$ cat src/rtl/fifo_pkg.sv
// Shared types and constants for the shared-clock FIFO read/write sides.
package fifo_pkg;

  localparam int unsigned FIFO_DATA_W    = 8;
  localparam int unsigned FIFO_ADDR_W    = 8;
  localparam int unsigned FIFO_AE_THRESH = 4;

  localparam int unsigned DEPTH     = 1 << FIFO_ADDR_W;
  localparam int unsigned BUF_DEPTH = 2;
  localparam int unsigned PTR_W     = FIFO_ADDR_W + 1;
  localparam int unsigned CNT_W     = 2;

  // Pointer with wrap bit in the MSB.
  typedef logic [PTR_W-1:0] ptr_t;

  // Modular distance a - b; equal pointers mean empty.
  function automatic ptr_t ptr_diff(input ptr_t a, input ptr_t b);
    return a - b;
  endfunction

endpackage

$ cat src/rtl/fifo_rd_skid.sv
// Two-entry output buffer (head/tail) feeding the read stream.
module fifo_rd_skid
  import fifo_pkg::*;
#(
  parameter int unsigned DATA_W = FIFO_DATA_W
) (
  input  logic              clk,
  input  logic              rst_n,
  input  logic              push,
  input  logic [DATA_W-1:0] push_data,
  input  logic              pop,
  output logic              valid,
  output logic [DATA_W-1:0] head,
  output logic [CNT_W-1:0]  cnt
);

  logic [DATA_W-1:0] head_q, head_d;
  logic [DATA_W-1:0] tail_q, tail_d;
  logic [CNT_W-1:0]  cnt_q, cnt_d;
  logic              valid_q, valid_d;

  always_comb begin
    head_d = head_q;
    tail_d = tail_q;
    cnt_d  = cnt_q;
    unique case ({push, pop})
      2'b10: begin
        if (cnt_q == CNT_W'(0)) head_d = push_data;
        else                    tail_d = push_data;
        cnt_d = cnt_q + CNT_W'(1);
      end
      2'b01: begin
        head_d = tail_q;
        cnt_d  = cnt_q - CNT_W'(1);
      end
      2'b11: begin
        // New word goes behind the survivor, or straight to head if none remains.
        if (cnt_q == CNT_W'(BUF_DEPTH)) begin
          head_d = tail_q;
          tail_d = push_data;
        end else begin
          head_d = push_data;
        end
      end
      default: ;
    endcase
    valid_d = (cnt_d != CNT_W'(0));
  end

  always_ff @(posedge clk or negedge rst_n) begin
    if (!rst_n) begin
      head_q  <= '0;
      tail_q  <= '0;
      cnt_q   <= '0;
      valid_q <= 1'b0;
    end else begin
      head_q  <= head_d;
      tail_q  <= tail_d;
      cnt_q   <= cnt_d;
      valid_q <= valid_d;
    end
  end

  assign valid = valid_q;
  assign head  = head_q;
  assign cnt   = cnt_q;

  a_no_overflow : assert property (@(posedge clk) disable iff (!rst_n)
    !(push && !pop && cnt_q == CNT_W'(BUF_DEPTH)));

  a_no_underflow : assert property (@(posedge clk) disable iff (!rst_n)
    !(pop && cnt_q == CNT_W'(0)));

endmodule

$ cat src/rtl/fifo_rd_port.sv
// FIFO read-side controller: read pointer, RAM fetch, 2-deep output stream.
// Optional almost_empty output is enabled by defining FIFO_RD_AE_EN.
module fifo_rd_port
  import fifo_pkg::*;
#(
  parameter int unsigned DATA_W    = FIFO_DATA_W,
  parameter int unsigned ADDR_W    = FIFO_ADDR_W,
  parameter int unsigned AE_THRESH = FIFO_AE_THRESH
) (
  input  logic              clk,
  input  logic              rst_n,
  input  logic [ADDR_W:0]   wr_ptr,
  output logic [ADDR_W:0]   rd_ptr,
  output logic              mem_ren,
  output logic [ADDR_W-1:0] mem_raddr,
  input  logic [DATA_W-1:0] mem_rdata,
  output logic              rd_valid,
  input  logic              rd_ready,
  output logic [DATA_W-1:0] rd_data,
  output logic [ADDR_W:0]   level
`ifdef FIFO_RD_AE_EN
  ,
  output logic              almost_empty
`endif
);

  // Pointer types come from the package, so the widths must agree.
  if (ADDR_W != FIFO_ADDR_W || AE_THRESH > DEPTH) begin : g_param_check
    $error("fifo_rd_port: ADDR_W must match fifo_pkg and AE_THRESH must not exceed DEPTH");
  end

  ptr_t             rd_ptr_q, rd_ptr_d;
  ptr_t             level_q, level_d;
  logic             inflight_q, inflight_d;
  logic [CNT_W-1:0] buf_cnt, buf_cnt_next;
  logic             buf_valid;
  logic [DATA_W-1:0] buf_head;
  logic             pop;
  logic             avail;
  logic             fetch;
  logic [2:0]       occ;

  // Fetch only when the word can be guaranteed a buffer slot on arrival.
  always_comb begin
    pop          = buf_valid & rd_ready;
    avail        = (ptr_t'(wr_ptr) != rd_ptr_q);
    occ          = 3'(buf_cnt) + 3'(inflight_q);
    fetch        = avail && (occ < (3'd2 + 3'(pop)));
    rd_ptr_d     = rd_ptr_q + PTR_W'(fetch);
    inflight_d   = fetch;
    buf_cnt_next = CNT_W'(occ - 3'(pop));
    level_d      = ptr_diff(ptr_t'(wr_ptr), rd_ptr_d)
                 + PTR_W'(buf_cnt_next) + PTR_W'(inflight_d);
  end

  always_ff @(posedge clk or negedge rst_n) begin
    if (!rst_n) begin
      rd_ptr_q   <= '0;
      inflight_q <= 1'b0;
      level_q    <= '0;
    end else begin
      rd_ptr_q   <= rd_ptr_d;
      inflight_q <= inflight_d;
      level_q    <= level_d;
    end
  end

  fifo_rd_skid #(
    .DATA_W (DATA_W)
  ) u_skid (
    .clk       (clk),
    .rst_n     (rst_n),
    .push      (inflight_q),
    .push_data (mem_rdata),
    .pop       (pop),
    .valid     (buf_valid),
    .head      (buf_head),
    .cnt       (buf_cnt)
  );

  assign rd_ptr    = rd_ptr_q;
  assign mem_ren   = fetch;
  assign mem_raddr = rd_ptr_q[ADDR_W-1:0];
  assign rd_valid  = buf_valid;
  assign rd_data   = buf_head;
  assign level     = level_q;

`ifdef FIFO_RD_AE_EN
  logic ae_q, ae_d;

  always_comb begin
    ae_d = (level_d <= PTR_W'(AE_THRESH));
  end

  always_ff @(posedge clk or negedge rst_n) begin
    if (!rst_n) ae_q <= 1'b1;
    else        ae_q <= ae_d;
  end

  assign almost_empty = ae_q;
`endif

  // Write pointer must never run backwards or lap the reader.
  a_ptr_window : assert property (@(posedge clk) disable iff (!rst_n)
    ptr_diff(ptr_t'(wr_ptr), rd_ptr_q) <= PTR_W'(DEPTH));

  a_hold_stable : assert property (@(posedge clk) disable iff (!rst_n)
    (rd_valid && !rd_ready) |=> (rd_valid && $stable(rd_data)));

endmodule

$ cat config.mk
export PLATFORM = sky130hd
export DESIGN_NAME = fifo_rd_port
export DESIGN_NICKNAME = d
export VERILOG_FILES = /design/src/rtl/fifo_pkg.sv /design/src/rtl/fifo_rd_skid.sv /design/src/rtl/fifo_rd_port.sv
export SDC_FILE = /design/constraint.sdc
export NUM_CORES = 1
export LEC_CHECK = 0
export BUFFER_PORTS_ARGS = -buffer_cell sky130_fd_sc_hd__buf_2
export CAP_MARGIN = 5
export CORE_ASPECT_RATIO = 0.8
export CORE_UTILIZATION = 40
export DETAILED_ROUTE_END_ITERATION = 16
export MAX_ROUTING_LAYER = met4
export PLACE_DENSITY = 0.67
export SLEW_MARGIN = 5
export SYNTH_ARGS = -nofsm -noshare
export SYNTH_HDL_FRONTEND = slang
export SYNTH_SLANG_ARGS = --single-unit
$ cat constraint.sdc
create_clock -name clk -period 9 [get_ports clk]
set_input_delay 2.7 -clock clk [delete_from_list [all_inputs] [get_ports clk]]
set_output_delay 2.7 -clock clk [all_outputs]
set_load 0.01 [all_outputs]
### After elaboration in Yosys (flattened, before gate mapping)

Index checks and enable logic that the tools add are counted.
Widths: inputs -> output; s select.

* bits of input ports: 20
* word-level logic and storage cells: 40
* output and inout port bits: 36
* register bits after elaboration: 38

* $lt $le $gt $ge: 1
* equality and inequality tests: 8
* mux-type cells: 7
* add/sub/neg operators: 9
* bitwise logic cells: 1
* reductions and logical operators: 7

Operators with widths (count)
* $mux 8: 4
* $pmux 8 s3: 1
* $add 9x1->9: 2
* $pmux 8 s2: 1
* $add 9x2->9: 1
* $ne 9x9->1: 1
* $sub 9x9->9: 1
* $eq 2x2->1 const B: 3
* $ne 2x1->1 const B: 2
* $pmux 2 s2: 1
* $reduce_bool 2->1: 2
* $add 2x1->3: 1
* $add 2x1->3 const A: 1
* $lt 3x3->1: 1
* $reduce_and 3->1: 1
* $reduce_bool 3->1: 1
* $add 2x1->2 const B: 1
* $eq 2x1->1 const B: 1
* $logic_not 2->1: 1
* $ne 2x2->1 const B: 1
* $reduce_and 2->1: 1
* $sub 2x1->2: 1
* $sub 2x1->2 const B: 1
* $and 1x1->1: 1
* $logic_and 1x1->1: 1

### Logic depth before layout (Yosys ltp)

* depth after elaboration: 8
* depth in mapped cells: 17
* gate-level depth less buffers: 17

### Modules after synthesis

From an unflattened synthesis, not the netlist that was laid out.

* cells, all modules: 219
* area, all modules: 2285.9 um^2

By module, submodules not included
* fifo_rd_port: sequential area each 475.5 um^2, area each 1346.3 um^2, times used 1, cells an instance 134
* fifo_rd_skid: sequential area each 475.5 um^2, area each 939.7 um^2, times used 1, cells an instance 85

### Least setup slack after synthesis

No wires, ideal clock.

* path kind: input-to-output
* from: in rd_ready
* to: out mem_ren
* path slack: 2674 ps
* data required time: 6300 ps
* cell stages on the path: 6
* data arrival time: 3626 ps
* buffers on the path: 0
* cell sequence: nand2_1 -> inv_1 -> ha_1 -> fa_1 -> o31ai_1 -> inv_1

* word-level cells in the longest chain between the ends: 4

RTL lines
* start, declared: line fifo_rd_port.sv:18 `input logic rd_ready,`
* $and 1x1->1: line fifo_rd_port.sv:45 `pop = buf_valid & rd_ready;`
* $add 2x1->3: line fifo_rd_port.sv:48 `fetch = avail && (occ < (3'd2 + 3'(pop)));`
* $lt 3x3->1: line fifo_rd_port.sv:48
* $logic_and 1x1->1: line fifo_rd_port.sv:48
* end, declared: line fifo_rd_port.sv:14 `output logic mem_ren,`

No other way between the ends.

### Final worst setup path

Same ends and word-level chain as after synthesis.

==> flow_summary.yaml <==
worst_setup_path:
  critPathRequiredTime_ps: 6300
  reg2reg_depth: 15
  crit_path_start_kind: "input port"
  cp_max_fo: 3
  crit_arrival_ps: 3960
  r2r-end: "level[8]"
  worstReg2RegStart: "u_skid.cnt[0]"
  startpoint: "rd_ready"
  crit_end: "mem_ren"
  critPathCaptureType: "output port"
  rrSetupSlack_ps: 5060
  critical_path_class: "in2out"
global_routing:
  grt_pass1_vias: 1522
  grt_start_max_net_pins: 39
  antenna_found_initial: 0
  track_usage_pct: 16.37
  grt_pass1_wl_um: 6969
  grt_overflow: 0
floorplan:
  ioPinCount: 56
  rows: 23
  core_sq_um: 5180
  die_width_um: 85.29
  dieArea_sq_um: 5853
  die_h_um: 68.63
  initial_utilization_pct: 42.85
placed_design:
  dp_slack_ps: 2323
  gp_routability_congestion: 0.7947
  dp_hpwl_um: 3126
  dpl.cell_count: 313
  portBuffers: 55
synth:
  yosysWarnings: 0
  synth-xor-area-share_pct: 11.05
  synth_edf_count: 0
  yosysTopAreaCell: "dfrtp_1"
  syn_nets: 253
  synth_cells: 207
  synth_top_cells_by_count: "dfrtp_1, inv_1, xnor2_1"
  synth_seq_area_share_pct: 42.84
  ys_seq_elements: 38
  yosysTopAreaCellShare_pct: 42.84
  synth.distinct_cells: 26
  synth_area_leaders: "dfrtp_1, ha_1, xnor2_1"
  synth_top_family_by_area: "adder cells"
  synth.avg_cell_area_sq_um: 10.72
  synth_most_common_cell: "dfrtp_1"
  yosys-mux-area-fraction_pct: 4.059
  synth_fa_ha_area_share_pct: 16.01
  syn_area_sq_um: 2220
  yosys.area_share.simple_pct: 8.061
  synth_compound_area_share_pct: 9.921
  dominantRegCellSynth: "dfrtp_1"
  async_flop_share_pct: 100.0
outcome:
  run_status: "complete, no violations"
timing:
  rsz0062_at_grt: "no"
  finalSetupViolCount: 0
  fmaxAchievable_ghz: 0.1501
  period_needed_ps: 6662
  tns_ps: 0
  fin_crit_sh_pct: 74.02
  drv_slew: 0
  maxSlewHeadroom_pct: 42.99
  worst_pin_slew_ps: 855.1
  finClkSkew_ps: 3.289
  finalHoldViolCount: 0
  setup_slack_ps: 2338
route:
  wl_per_cell_um: 12.93
  initialDrtViolationCount: 43
  wl_um: 4149
  routed_via_density: 4.720
  firstDrtPassIters: 4
  ant_nets: 0
  drc: 0
  vias: 1515
finish:
  final_cell_count_no_fill: 321
  syn_to_final_growth_pct: 17.53
  diodes: 0
  nNetsFinal: 304
  drive_above_1_share_pct: 29.34
  final_util_pct: 50.36
power:
  ir_drop_mv: 0.2533
  power_per_cell_area_nw_per_um2: 479.6
  leakage_nw: 1.332
cts:
  cts_made_buffers: 5
  cts_root_buf: "clkbuf_8"
  cts_tree: "built"
  cts.clk_slew.worst_paths_ps: 80
  clock_path_buffers: 2
  holdBufCountCts: 0
  cts.htree.levels: 2
  cts_resized: 0
  clock_sinks: 38
  clk_latency_ps: 290
  post-cts-setup-buffers: 0
flow_run:
  cap_violations: 0
min_path:
  hold_class: "reg2reg"
  holdCritStartpoint: "u_skid.tail_q[5]"
  holdPathStages: 1
sequential cells by signal, indices dropped and copies added (netlist names):
| name | flops |
|---|---|
| u_skid.tail_q | 8 |
| u_skid.cnt | 2 |
| level | 9 |
| u_skid.head | 8 |
| u_skid.valid | 1 |
| inflight_q | 1 |
| rd_ptr | 9 |
layout by cell type (no fill, tap or decap), types with 2 or more instances in the layout:
cell / n
buf_2: 55
dfrtp_1: 38
inv_1: 27
xnor2_1: 23
ha_1: 22
nor2_1: 16
a21oi_1: 11
nand2_1: 10
a22oi_1: 8
mux2_2: 8
nand3_1: 6
xor2_1: 5
clkbuf_8: 5
nor3_1: 4
fa_1: 4
a21o_1: 2
a41o_1: 2
or2_2: 2
clkinvlp_4: 2
worst min path at each step:
stage | slack, ps | to
finish | 510 | u_skid.tail_q[5]
global route | 530 | u_skid.tail_q[3]
CTS | 520 | u_skid.tail_q[4]
detailed placement | 500 | u_skid.tail_q[4]
global placement | 490 | u_skid.tail_q[5]
floorplan | 470 | u_skid.cnt[1]
critical path, stage by stage:
cell     delay [ps]
buf_2            90
nand2_1         110
inv_1            90
ha_1            210
fa_1            370
o31ai_1         100
inv_1           120
buf_2           160
routing by layer:
layer	part of all wire, %	wire [um]	GRT usage, %
met5	0	0	-
met4	1.3	52	5.625
met3	4.4	184	3.810
met2	44	1816	26.21
met1	51	2096	20.81
power breakdown:
part / total [mW] / internal (mW) / switching, mW
clock: 0.147 / 0.0825 / 0.0649
sequential: 0.331 / 0.269 / 0.0623
combinational: 0.773 / 0.361 / 0.411
layout make-up:
| class | count | area, sq um |
|---|---|---|
| clock buffer | 5 | 68.82 |
| clock inverter | 3 | 45.04 |
| fill | 479 | 2571 |
| inverter | 27 | 101.3 |
| multi-input combinational | 131 | 1090 |
| sequential | 38 | 950.9 |
| tap | 62 | 77.57 |
| timing repair buffer | 55 | 275.3 |
kinds of logic after synthesis:
kind of cell | count (synthesis)
mux | 8
compound gates | 28
simple gates | 41
xor+xnor | 28
flops | 38
fa+ha+maj | 26
buf+inv | 38
through the flow:
| step | cell area, sq um | power (mW) | hold WS (ps) |
|---|---|---|---|
| after floorplan | 2220 | 0.9424 | 470.5 |
| after global placement | 2495 | 1.095 | 489.6 |
| after detailed placement | 2495 | 1.111 | 496.7 |
| after CTS | 2609 | 1.267 | 517.0 |
| after global routing | 2609 | 1.383 | 532.7 |
| final | 2609 | 1.251 | 512.4 |
Note: power is estimated with default switching activity, not from simulation.
